File: src/rtl/dpp_pkg.sv
// Shared definitions for the dining-philosophers design: state and event
// encodings, boolean constants and the default timer width.
package dpp_pkg;

  typedef logic [1:0] philo_state_t;

  localparam philo_state_t ST_THINKING   = 2'd0;
  localparam philo_state_t ST_HUNGRY     = 2'd1;
  localparam philo_state_t ST_GRANT_WAIT = 2'd2;
  localparam philo_state_t ST_EATING     = 2'd3;

  localparam logic EV_HUNGRY = 1'b1;
  localparam logic EV_DONE   = 1'b0;

  localparam logic TRUE  = 1'b1;
  localparam logic FALSE = 1'b0;

  localparam int DPP_TIMER_SIZE = 2;

  // The timer only runs while thinking or eating.
  function automatic logic is_timed_state(input philo_state_t s);
    return (s == ST_THINKING) || (s == ST_EATING);
  endfunction

endpackage

File: src/rtl/philo_timer.sv
// Loadable down-counter for think/eat durations; saturates at zero and
// reports expiry while the count is zero.
module philo_timer
  import dpp_pkg::*;
#(
  parameter int                    TIMER_SIZE = DPP_TIMER_SIZE,
  parameter logic [TIMER_SIZE-1:0] RST_VAL    = '0
) (
  input  logic                  clk,
  input  logic                  reset,
  input  logic                  load,
  input  logic [TIMER_SIZE-1:0] load_val,
  input  logic                  en,
  output logic                  expired
);

  logic [TIMER_SIZE-1:0] count;

  always_ff @(posedge clk) begin
    if (!reset) begin
      count <= RST_VAL;
    end else if (load) begin
      count <= load_val;
    end else if (en && (count != '0)) begin
      count <= count - TIMER_SIZE'(1);
    end
  end

  assign expired = (count == '0);

endmodule

File: src/rtl/philosopher_fsm.sv
// Per-seat philosopher controller: think, request a grant, eat, report done.
// Optional meal counter enabled by defining PHILO_MEAL_COUNT_EN.
//
// state         | meaning
// ST_THINKING   | think timer running; emit HUNGRY on expiry
// ST_HUNGRY     | waiting for a grant entry in fin
// ST_GRANT_WAIT | read issued; sample fin_dout
// ST_EATING     | eat timer running; emit DONE on expiry
module philosopher_fsm
  import dpp_pkg::*;
#(
  parameter int TIMER_SIZE  = DPP_TIMER_SIZE,
  parameter int THINK_TICKS = 3,
  parameter int EAT_TICKS   = 2
`ifdef PHILO_MEAL_COUNT_EN
  ,parameter int MEAL_W     = 8
`endif
) (
  input  logic       clk,
  input  logic       reset,
  input  logic       fin_dout,
  input  logic       fin_empty,
  output logic       fin_rden,
  output logic       fout_din,
  output logic       fout_wren,
  input  logic       fout_full,
  output logic [1:0] state
`ifdef PHILO_MEAL_COUNT_EN
  ,output logic [MEAL_W-1:0] meals
`endif
);

  localparam logic [TIMER_SIZE-1:0] THINK_LOAD = TIMER_SIZE'(THINK_TICKS);
  localparam logic [TIMER_SIZE-1:0] EAT_LOAD   = TIMER_SIZE'(EAT_TICKS);

  logic                  expired;
  logic                  think_fire;
  logic                  eat_fire;
  logic                  grant_ok;
  logic                  timer_load;
  logic [TIMER_SIZE-1:0] timer_load_val;

  // Gating on the previous strobe keeps write pulses apart even with zero ticks.
  assign think_fire = (state == ST_THINKING) && expired && !fout_full && !fout_wren;
  assign eat_fire   = (state == ST_EATING)   && expired && !fout_full && !fout_wren;
  assign grant_ok   = (state == ST_GRANT_WAIT) && fin_dout;

  assign timer_load     = grant_ok || eat_fire;
  assign timer_load_val = eat_fire ? THINK_LOAD : EAT_LOAD;

  philo_timer #(
    .TIMER_SIZE (TIMER_SIZE),
    .RST_VAL    (THINK_LOAD)
  ) u_timer (
    .clk      (clk),
    .reset    (reset),
    .load     (timer_load),
    .load_val (timer_load_val),
    .en       (is_timed_state(state)),
    .expired  (expired)
  );

  always_ff @(posedge clk) begin
    if (!reset) begin
      state     <= ST_THINKING;
      fin_rden  <= FALSE;
      fout_wren <= FALSE;
      fout_din  <= EV_DONE;
    end else begin
      fin_rden  <= FALSE;
      fout_wren <= FALSE;
      case (state)
        ST_THINKING: begin
          if (think_fire) begin
            fout_wren <= TRUE;
            fout_din  <= EV_HUNGRY;
            state     <= ST_HUNGRY;
          end
        end
        ST_HUNGRY: begin
          if (!fin_empty && !fin_rden) begin
            fin_rden <= TRUE;
            state    <= ST_GRANT_WAIT;
          end
        end
        ST_GRANT_WAIT: begin
          state <= fin_dout ? ST_EATING : ST_HUNGRY;
        end
        ST_EATING: begin
          if (eat_fire) begin
            fout_wren <= TRUE;
            fout_din  <= EV_DONE;
            state     <= ST_THINKING;
          end
        end
        default: state <= ST_THINKING;
      endcase
    end
  end

`ifdef PHILO_MEAL_COUNT_EN
  always_ff @(posedge clk) begin
    if (!reset) begin
      meals <= '0;
    end else if (eat_fire) begin
      meals <= meals + MEAL_W'(1);
    end
  end
`endif

endmodule

File: config.mk
export PLATFORM = sky130hd
export DESIGN_NAME = philosopher_fsm
export DESIGN_NICKNAME = d
export VERILOG_FILES = /design/src/rtl/dpp_pkg.sv /design/src/rtl/philo_timer.sv /design/src/rtl/philosopher_fsm.sv
export SDC_FILE = /design/constraint.sdc
export NUM_CORES = 1
export LEC_CHECK = 0
export BUFFER_PORTS_ARGS = -buffer_cell sky130_fd_sc_hd__buf_2
export CAP_MARGIN = 30
export CELL_PAD_IN_SITES_DETAIL_PLACEMENT = 0
export CELL_PAD_IN_SITES_GLOBAL_PLACEMENT = 1
export CORE_AREA = 2 2 39 41
export DETAILED_ROUTE_END_ITERATION = 8
export DIE_AREA = 0 0 41 43
export PLACE_DENSITY_LB_ADDON = 0.1
export SYNTH_ARGS = -nofsm -noshare
export SYNTH_HDL_FRONTEND = slang
export SYNTH_SLANG_ARGS = --single-unit
File: constraint.sdc
create_clock -name clk -period 4.74 [get_ports clk]
set_clock_uncertainty 0.2 [all_clocks]
set_input_delay 0.474 -clock clk [delete_from_list [all_inputs] [get_ports clk]]
set_output_delay 0.474 -clock clk [all_outputs]
set_load 0.03 [all_outputs]
==> metrics <==
post-CTS sizing 0; Critical Path Start Type flop; crit path to u_timer.count[1]; total core area 1380 sq um; MaxCap Viol Count 0; share of cells above drive strength 1 25.9%; 1st-iter DRT viols 4; Die W 41 um; overall via count from detail_route 315; Max H-tree Level 1; area grow syn2layout 23.6%; Antenna Nets Post-Route 0; row cnt 14; area share of the largest cell type after synthesis 36.2%; Crit path max-delay family flip-flops; worst r2r src state[0]; IO Count 10; # DRC 0; post-placement cell count 66; final hold vios 0; number of synthesized flops with an enable pin 0; flop-to-flop setup slack 3.10 ns; largest area contributor in the netlist dfxtp_1; Arr. time, crit path 1.62 ns; ys async rst share 0%; Post-Route WL 770 um; Post-CTS Setup Bufs 0; top_reg_cell synth dfxtp_1; Clock Tree Root clkbuf_4; CP endpoint kind flop; die height 43 um; Slew HR 84.1%; FF-to-FF End u_timer.count[1]; placer congestion estimate 0.638; CP max-delay cell dfxtp_1; gr usage total 11.0%; vias in the first global route 321; Slew @ Worst Pin 0.236 ns; Synthesized Nets 52; crit path max fanout 6; WL per Instance 11.0 um; critical path type flop to flop; clock period minus worst slack 1.64 ns; cell count after synthesis 41; Final Cell Area 478 sq um; PortBufs 9; fin. max-slew vios 0; Net count, final 66; static leakage 0.242 nW; yosys warns 0; first-pass GRT wire length 1.32 mm; non-filler instance count after layout 70; clk_lat worst skew 0.25 ns; diodes inserted 0; CTS tree yes; die outline area 1760 sq um; cell area after synthesis 387 sq um; total negative slack 0 ns; final period utilization 34.6%; synth top area cells dfxtp_1 (36%), ha_1 (19%), inv_1 (4.9%), nor3b_4 (4.9%), o21ai_0 (3.9%); clk slew on worst S/H paths 0.05 ns; path type of the worst min-delay path primary input to flop; largest net degree at the start of global routing 8; VDD IR max 0.158 mV; Hold Buf Count CTS 0; drt first pass iters 4; number of buffers created by CTS 3; R2R cell count 4; max incr delay on CP 0.44 ns; Final HPWL DP 609 um; crit path cell chain inv_1 -> ha_1 -> or3_1 -> o2111ai_1; placed cell area 452 sq um; WP data required 4.72 ns; initial antenna violation count 0; unrepaired setup endpoints after global routing no; clk buf depth 2; grt ovf 0; # setup viols final 0; post-synthesis register bit count 7; f_max 0.610 GHz; WP buf/inv 1; mean area per synthesized cell 9.43 sq um; Sink Count 7; Min-Delay Startpoint fin_empty; Seq/Total Area, Yosys 36.2%; CP Launch Point state[0]; Initial Utilization 27.9%; CP Depth 4; via/cell ratio 4.50; status finished, final reports clean; unique cell type count in the Yosys netlist 20; pwr/cell area 530 nW/um^2
-- synthesized netlist by cell type (2+ instances only) --
cell type	n
dfxtp_1	7
ha_1	6
inv_1	5
nand2_1	4
o21ai_0	3
nor2_1	2
-- layout by cell type (no fill, tap or decap), drive strengths merged --
cell     instances
nor3b            1
o211a            1
mux2i            1
clkbuf           4
o2111ai          1
nor2b            1
nor3             1
ha               6
nor2             2
dfxtp            7
xnor2            1
or3              1
nand3            1
and4bb           1
o21ai            4
inv              5
a21oi            1
a21boi           1
o22ai            1
buf              9
nand2            4
-- kinds of logic after synthesis --
kind of cell	Yosys count	synth area share, %
AO/OA/AOI/OAI	9	14.9
multiplexers	1	2.59
adder cells (fa/ha/maj)	6	19.4
AND/OR/NAND/NOR	12	19.7
buffers and inverters	5	4.85
flip-flops	7	36.2
XOR/XNOR	1	2.27
-- where the power goes --
group	leakage [nW]	internal [mW]	switching, mW	total (mW)
combinational	0.170	0.0495	0.0621	0.112
sequential	0.0572	0.0736	0.0129	0.0865
clock	0.0150	0.0322	0.0229	0.0551
-- how the worst min path moves through the flow --
stage / endpoint / slack (ns) / cells after the start
2_1_floorplan: u_timer.count[1] / 0.30 / 2
4_1_cts: fin_rden / 0.19 / 2
5_1_grt: fin_rden / 0.19 / 2
3_3_place_gp: fin_rden / 0.22 / 1
6_report: fin_rden / 0.19 / 2
3_5_place_dp: fin_rden / 0.23 / 1
-- flip-flops by register name, indices dropped and copies added, names as in the netlist --
register and cells:
u_timer.count 2, fout_wren 1, fin_rden 1, state 2, fout_din 1
-- metrics by stage --
stage	utilization [%]	hold slack [ns]	power (mW)	worst slack, ns
2_1_floorplan	-	0.301	0.172	3.00
3_3_place_gp	32.6	0.216	0.199	3.19
3_5_place_dp	32.6	0.231	0.199	3.13
4_1_cts	34.5	0.187	0.256	3.10
5_1_grt	34.5	0.194	0.277	3.04
6_report	34.5	0.190	0.253	3.10
-- layer usage --
metal / vias up / global-route usage [%] / part of all wire [%]
li1: 167 / - / -
met1: 137 / 13.5 / 44
met2: 9 / 17.2 / 47
met3: 2 / 3.14 / 7.0
met4: 0 / 4.00 / 1.9
met5: - / 0 / 0
-- worst register-to-register path, cell delays in order, from the launching register on --
cell and delay [ns]:
dfxtp_1 0.44, inv_1 0.12, ha_1 0.33, or3_1 0.37, o2111ai_1 0.10
-- layout make-up --
cell class / count / area (sq um)
Clock buffer: 4 / 26.3
Tap cell: 16 / 20.0
Sequential cell: 7 / 140
Multi-Input combinational cell: 29 / 228
Inverter: 5 / 18.8
Timing Repair Buffer: 9 / 45.0
Fill cell: 152 / 906
Note: power is estimated with default switching activity, not from simulation.
